[src/rtl/register_file_pkg.sv]
// Shared constants and types for the RV32I integer register file.
package register_file_pkg;

    localparam int XLEN       = 32;
    localparam int REG_ADDR_W = 5;
    localparam int NUM_REGS   = 32;

    localparam logic [REG_ADDR_W-1:0] ZERO_REG = 5'd0;

    typedef logic [REG_ADDR_W-1:0] reg_addr_t;
    typedef logic [XLEN-1:0]       xlen_t;

endpackage : register_file_pkg

[src/rtl/register_file_read_port.sv]
// One combinational read port of the register file.
// x0 always reads zero. When REGISTER_FILE_BYPASS_EN is defined, a write
// to the same register in the current cycle is forwarded to the output;
// otherwise the stored value is shown until the write edge.
module register_file_read_port
    import register_file_pkg::*;
#(
    parameter int XLEN   = 32,
    parameter int ADDR_W = 5
) (
    input  logic [ADDR_W-1:0] rd_idx,
    input  logic [XLEN-1:0]   regs [1:(2**ADDR_W)-1],
    input  logic              wr_en,
    input  logic [ADDR_W-1:0] wr_addr,
    input  logic [XLEN-1:0]   wr_data,
    input  logic              reset,
    output logic [XLEN-1:0]   rd_data
);

    localparam int NUM = 2**ADDR_W;

    logic [XLEN-1:0] stored_s;

    // One-hot OR mux over x1..x(NUM-1); index 0 matches nothing and yields zero.
    always_comb begin
        stored_s = {XLEN{1'b0}};
        for (int i = 1; i < NUM; i++) begin
            stored_s = stored_s | ((rd_idx == ADDR_W'(i)) ? regs[i] : {XLEN{1'b0}});
        end
    end

`ifdef REGISTER_FILE_BYPASS_EN
    logic bypass_hit_s;

    // Forward the in-flight write data when it targets this port's index;
    // never for x0 and never while the file is held in reset.
    always_comb begin
        bypass_hit_s = wr_en && !reset && (wr_addr == rd_idx) &&
                       (rd_idx != ADDR_W'(ZERO_REG));
        if (bypass_hit_s) begin
            rd_data = wr_data;
        end else begin
            rd_data = stored_s;
        end
    end
`else
    logic unused_bypass_s;
    assign unused_bypass_s = ^{wr_en, wr_addr, wr_data, reset};

    // Without forwarding the port simply shows stored contents.
    always_comb begin
        rd_data = stored_s;
    end
`endif

endmodule : register_file_read_port

[src/rtl/register_file.sv]
// RV32I integer register file: 31 storage registers (x1..x31), x0 hardwired
// to zero, two combinational read ports and one clocked write port.
// Asynchronous active-high reset clears all storage.
// Optional macro: REGISTER_FILE_BYPASS_EN enables write-to-read forwarding.
module register_file
    import register_file_pkg::*;
#(
    parameter int XLEN   = 32,
    parameter int ADDR_W = 5
) (
    input  logic              clk,
    input  logic              reset,
    input  logic [ADDR_W-1:0] rs1,
    input  logic [ADDR_W-1:0] rs2,
    input  logic [ADDR_W-1:0] rd,
    output logic [XLEN-1:0]   rs1_out,
    output logic [XLEN-1:0]   rs2_out,
    input  logic              enable,
    input  logic [XLEN-1:0]   data
);

    localparam int NUM = 2**ADDR_W;

    logic [XLEN-1:0] regs_r [1:NUM-1];
    logic            write_hit_s;

    // A write is only real when enabled and not aimed at x0.
    always_comb begin
        write_hit_s = enable && (rd != ADDR_W'(ZERO_REG));
    end

    // Storage update: reset clears everything immediately and blocks writes.
    always_ff @(posedge clk or posedge reset) begin
        if (reset) begin
            for (int i = 1; i < NUM; i++) begin
                regs_r[i] <= {XLEN{1'b0}};
            end
        end else begin
            for (int i = 1; i < NUM; i++) begin
                if (write_hit_s && (rd == ADDR_W'(i))) begin
                    regs_r[i] <= data;
                end else begin
                    regs_r[i] <= regs_r[i];
                end
            end
        end
    end

    register_file_read_port #(
        .XLEN   (XLEN),
        .ADDR_W (ADDR_W)
    ) u_read_port_1 (
        .rd_idx  (rs1),
        .regs    (regs_r),
        .wr_en   (enable),
        .wr_addr (rd),
        .wr_data (data),
        .reset   (reset),
        .rd_data (rs1_out)
    );

    register_file_read_port #(
        .XLEN   (XLEN),
        .ADDR_W (ADDR_W)
    ) u_read_port_2 (
        .rd_idx  (rs2),
        .regs    (regs_r),
        .wr_en   (enable),
        .wr_addr (rd),
        .wr_data (data),
        .reset   (reset),
        .rd_data (rs2_out)
    );

endmodule : register_file

[config.mk]
export PLATFORM = sky130hd
export DESIGN_NAME = register_file
export DESIGN_NICKNAME = d
export VERILOG_FILES = /design/src/rtl/register_file_pkg.sv /design/src/rtl/register_file_read_port.sv /design/src/rtl/register_file.sv
export SDC_FILE = /design/constraint.sdc
export NUM_CORES = 2
export LEC_CHECK = 0
export ABC_AREA = 1
export ABC_CLOCK_PERIOD_IN_PS = 32700
export CAP_MARGIN = 20
export CORE_MARGIN = 3
export CORE_UTILIZATION = 37
export DETAILED_ROUTE_END_ITERATION = 12
export GPL_ROUTABILITY_DRIVEN = 0
export SYNTH_ARGS = -nofsm -noshare
export SYNTH_HDL_FRONTEND = slang
export SYNTH_HIERARCHICAL = 1
export SYNTH_SLANG_ARGS = --single-unit
[constraint.sdc]
create_clock -name clk -period 32.7 [get_ports clk]
set_clock_uncertainty 0.1 [all_clocks]
set_input_delay 6.54 -clock clk [delete_from_list [all_inputs] [get_ports clk]]
set_output_delay 6.54 -clock clk [all_outputs]
set_load 0.02 [all_outputs]
==> impl_summary.md <==
Routing
The DRC violation total after the first TritonRoute iteration is just under 10000. After detailed routing, the number of remaining DRC violations is 0. The first TritonRoute pass finished after 9 iterations. In the final routed layout, each cell accounts on average for 28.0 µm. The routed layout has 62824 vias. The number of vias per cell after detailed routing is 6.20. The final antenna-violating net count is 0. The total length of routed wires is about 280000 µm.

Worst setup path
For this run, the slowest stage of the critical path takes 970 ps. The worst setup path is captured at an output port. The critical path is of the input port to output port type.

The kind of cell with the highest combined delay along the critical path is buffers and inverters. Walking the worst path, the cells encountered are clkdlybuf4s50_1, nor2_4, buf_4, buf_4, buf_4, nand4_1, nand2_1, nor2_1, nand2_1, nor2_1, nand2_1, clkdlybuf4s50_1. The slowest stage cell on the critical path is buf_4.

The buffers plus inverters on the worst setup path is 5. STA classifies the critical path startpoint as an input port. Data on the critical path arrives at its endpoint at 11370 ps. The maximum net fanout on the critical path is 65.

STA puts the critical path data required time at 26060 ps.

STA
Setup violations remaining at the end of the flow were counted as 0. The count of endpoints failing hold in the final timing report is 0. For the final routed database, the setup TNS stands at 0 ps. Once routing completed, OpenROAD measured the worst setup slack at 14690 ps. The final-report max-slew violation count is 0.

Setup repair after global routing left no endpoint under its margin. The minimum clock period is 18010 ps. The share of the clock period used by the worst path after layout is a little under three fifths.

At the pin with the least slew margin, the transition time is about 1300 ps. Measured against its own limit, the worst slew margin works out to 13.8%. The highest attainable clock frequency is 55.5 MHz.

Logic synthesis
The simple-gate area share of the yosys netlist is a little under half. The number of different library cells in the post-synthesis netlist is 19. The share of the Yosys chip area taken by registers is 43.7%.

The post-synthesis xor/xnor area fraction is 0%. Summing the areas of all compound-gate instances in the mapped netlist gives 5.09% of the synthesized area. The portion of synthesized cell area occupied by the leading cell type is 43.7%. After synthesis, the largest family of logic cells by area is simple AND/OR/NAND/NOR gates.

When the netlist entered floorplanning its net count stood at about 8400. Yosys attributes the largest share of cell area to dfrtp_1 (44%), nand2_1 (22%), nand3_1 (9.7%). Synthesis produced a netlist whose cell count is around 8400. The cell type contributing the most total cell area after synthesis is dfrtp_1. The combined area of all synthesized cells is ~0.057 mm².

The count of synthesis-stage warnings from yosys is 6. Each instance of the synthesized netlist takes up on average ~6.8 µm². Synthesis inferred 992 register bits.

The post-synthesis share of cell area spent on full adders, half adders and majority gates is 0%. The multiplexer share of the synthesized area is 0%.

Clocking
Post-CTS repair changed the size of 0 cells. CTS built an H-tree with a depth of 3. The clock net in this run drives a total of 992 sinks. In this run, post-CTS hold repair placed 0 buffers. In this run the post-CTS setup repair buffer count came out at 0. Clock tree synthesis selected as its root buffer the cell clkbuf_16. The clock insertion delay at the later pin of the skew report is 750 ps. Counting along the longest clock path gives a buffer depth of 3. In this run, CTS created clock tree buffers numbering 112. The clock-pin slew of the registers on the worst-case setup and hold paths is 60 ps. TritonCTS built the clock tree.

Global routing
Global routing consumed, over all layers together, 34.7% of the routing resources. The number of antenna violations at the first check in global routing is 23. The total grt overflow is 0. Entering global routing, the biggest net connects 198 pins. The via count of the first global-routing pass came to 57908.

The first global-routing pass estimated 408000 µm of wire.

Placed design
In this run the tool buffered the top-level ports with 113 buffer cells. Summed over all nets, the half-perimeter wirelength after detailed placement is 149000 µm. The worst slack after detailed placement is 15000 ps.

Finish
The area growth from synthesis to layout is 11.0%. The flip-flop count of the largest register, all copies and words added is just under 1000. The register cell area after layout is between 0.02 and 0.025 mm². Ranked by flip-flop count, first place goes to regs_r. The count of fill cells added during filler insertion is ~16000.

The largest registers in the layout are regs_r x992. The area of the multi-input gates is 0.0290 mm². In the final layout, the share of cells above drive strength 1 is slightly above 5%.

The final net count is 8036.

Floorplanning
The placeable core region is 0.152 mm². The width of the chip is ~400 µm. The initial utilization of the core area, before any placement, comes to approximately 37%. The die covers about 0.16 mm². The number of top-level pins is 114. The vertical die dimension is approximately 400 µm.

The number of rows created at floorplan is 143.

Job
The max-capacitance violation count is 0.

Hold path
The tightest min-delay check is of the register to register type.

Power and ir drop
The power density normalized to cell area is 57.0 mW/mm². IR analysis of the VDD net gives a maximum drop of 43.3 µV. The static power due to leakage is 33.1 nW.

Outcome
The flow ran to the end, and the final reports show no timing, DRC or antenna violations.
power by group:
part | switching [mW] | internal [mW]
registers | 0.190 | 1.46
clock network | 0.561 | 0.809
logic | 0.411 | 0.165
total | 1.16 | 2.43
worst min-delay path, stage by stage, from the launching register on:
cell	delay, ps
dfrtp_1	360
nand2_1	60
nand2_1	50
layout by cell type (no fill, tap or decap):
cell type | Yosys | final
a21oi_2 | 1 | 1
buf_12 | 0 | 10
buf_16 | 0 | 1
buf_4 | 1 | 120
buf_8 | 0 | 3
bufinv_16 | 0 | 12
clkbuf_1 | 476 | 23
clkbuf_16 | 0 | 117
clkbuf_8 | 0 | 29
clkdlybuf4s50_1 | 0 | 111
clkinv_2 | 0 | 24
clkinvlp_4 | 0 | 3
dfrtp_1 | 992 | 992
diode_2 | 0 | 16
inv_1 | 119 | 116
inv_2 | 3 | 1
inv_6 | 0 | 2
inv_8 | 0 | 2
nand2_1 | 3349 | 3329
nand2_2 | 1 | 14
nand2_4 | 0 | 7
nand3_1 | 1100 | 1096
nand3_2 | 9 | 3
nand3_4 | 0 | 10
nand4_1 | 704 | 704
nor2_1 | 739 | 713
nor2_2 | 25 | 2
nor2_4 | 4 | 53
nor3_1 | 5 | 5
o21ai_0 | 576 | 576
cell usage after synthesis:
master	number
nand2_1	3349
nand3_1	1100
dfrtp_1	992
nor2_1	739
nand4_1	704
o21ai_0	576
clkbuf_1	476
buf_2	158
buf_1	120
inv_1	119
nor2_2	25
nand3_2	9
nor3_1	5
nor2_4	4
inv_2	3
a21oi_2	1
buf_4	1
buf_6	1
nand2_2	1
logic make-up after synthesis:
family	count (synthesis)
compound gates	577
flops	992
buf+inv	878
simple gates	5936
cell type report:
cell class                      count  share of cell area (%)
Antenna cell                       16                  0.0635
Clock buffer                      169                    5.41
Clock inverter                     38                   0.798
Inverter                          122                   0.760
Multi-Input combinational cell   6513                    45.9
Sequential cell                   992                    39.4
Tap cell                         2030                    4.03
Timing Repair Buffer              245                    3.62
layer usage:
metal	part of all wire, %	global-route usage, %
met1	37	44.8
met2	42	51.0
met3	14	10.3
met4	7.3	21.6
met5	0.033	0
worst paths after layout:
check / start / endpoint / slack [ps] / cells past startpoint
min reg2reg: regs_r[753] / regs_r[753] / 390 / 2
min in group asynchronous: reset / regs_r[59] / 6300 / 3
min: regs_r[753] / regs_r[753] / 390 / 2
max reg2reg: regs_r[223] / regs_r[223] / 31820 / 2
max in group asynchronous: reset / regs_r[201] / 21300 / 8
max: rs1[3] / rs1_out[31] / 14690 / 12
per-stage QoR:
step | total power [mW] | util [%] | hold slack, ps | instance area (µm²) | std cells
after global placement | 2.20 | 38.8 | 376 | 59000 | 9898
after CTS | 3.58 | 41.3 | 395 | 62900 | 10105
final | 3.59 | 41.4 | 394 | 63000 | 10125
after global routing | 3.73 | 41.4 | 413 | 63000 | 10119
after floorplan | 1.96 | - | 363 | 56800 | 8383
after detailed placement | 2.22 | 38.8 | 381 | 59000 | 9898
Note: power is estimated with default switching activity, not from simulation.
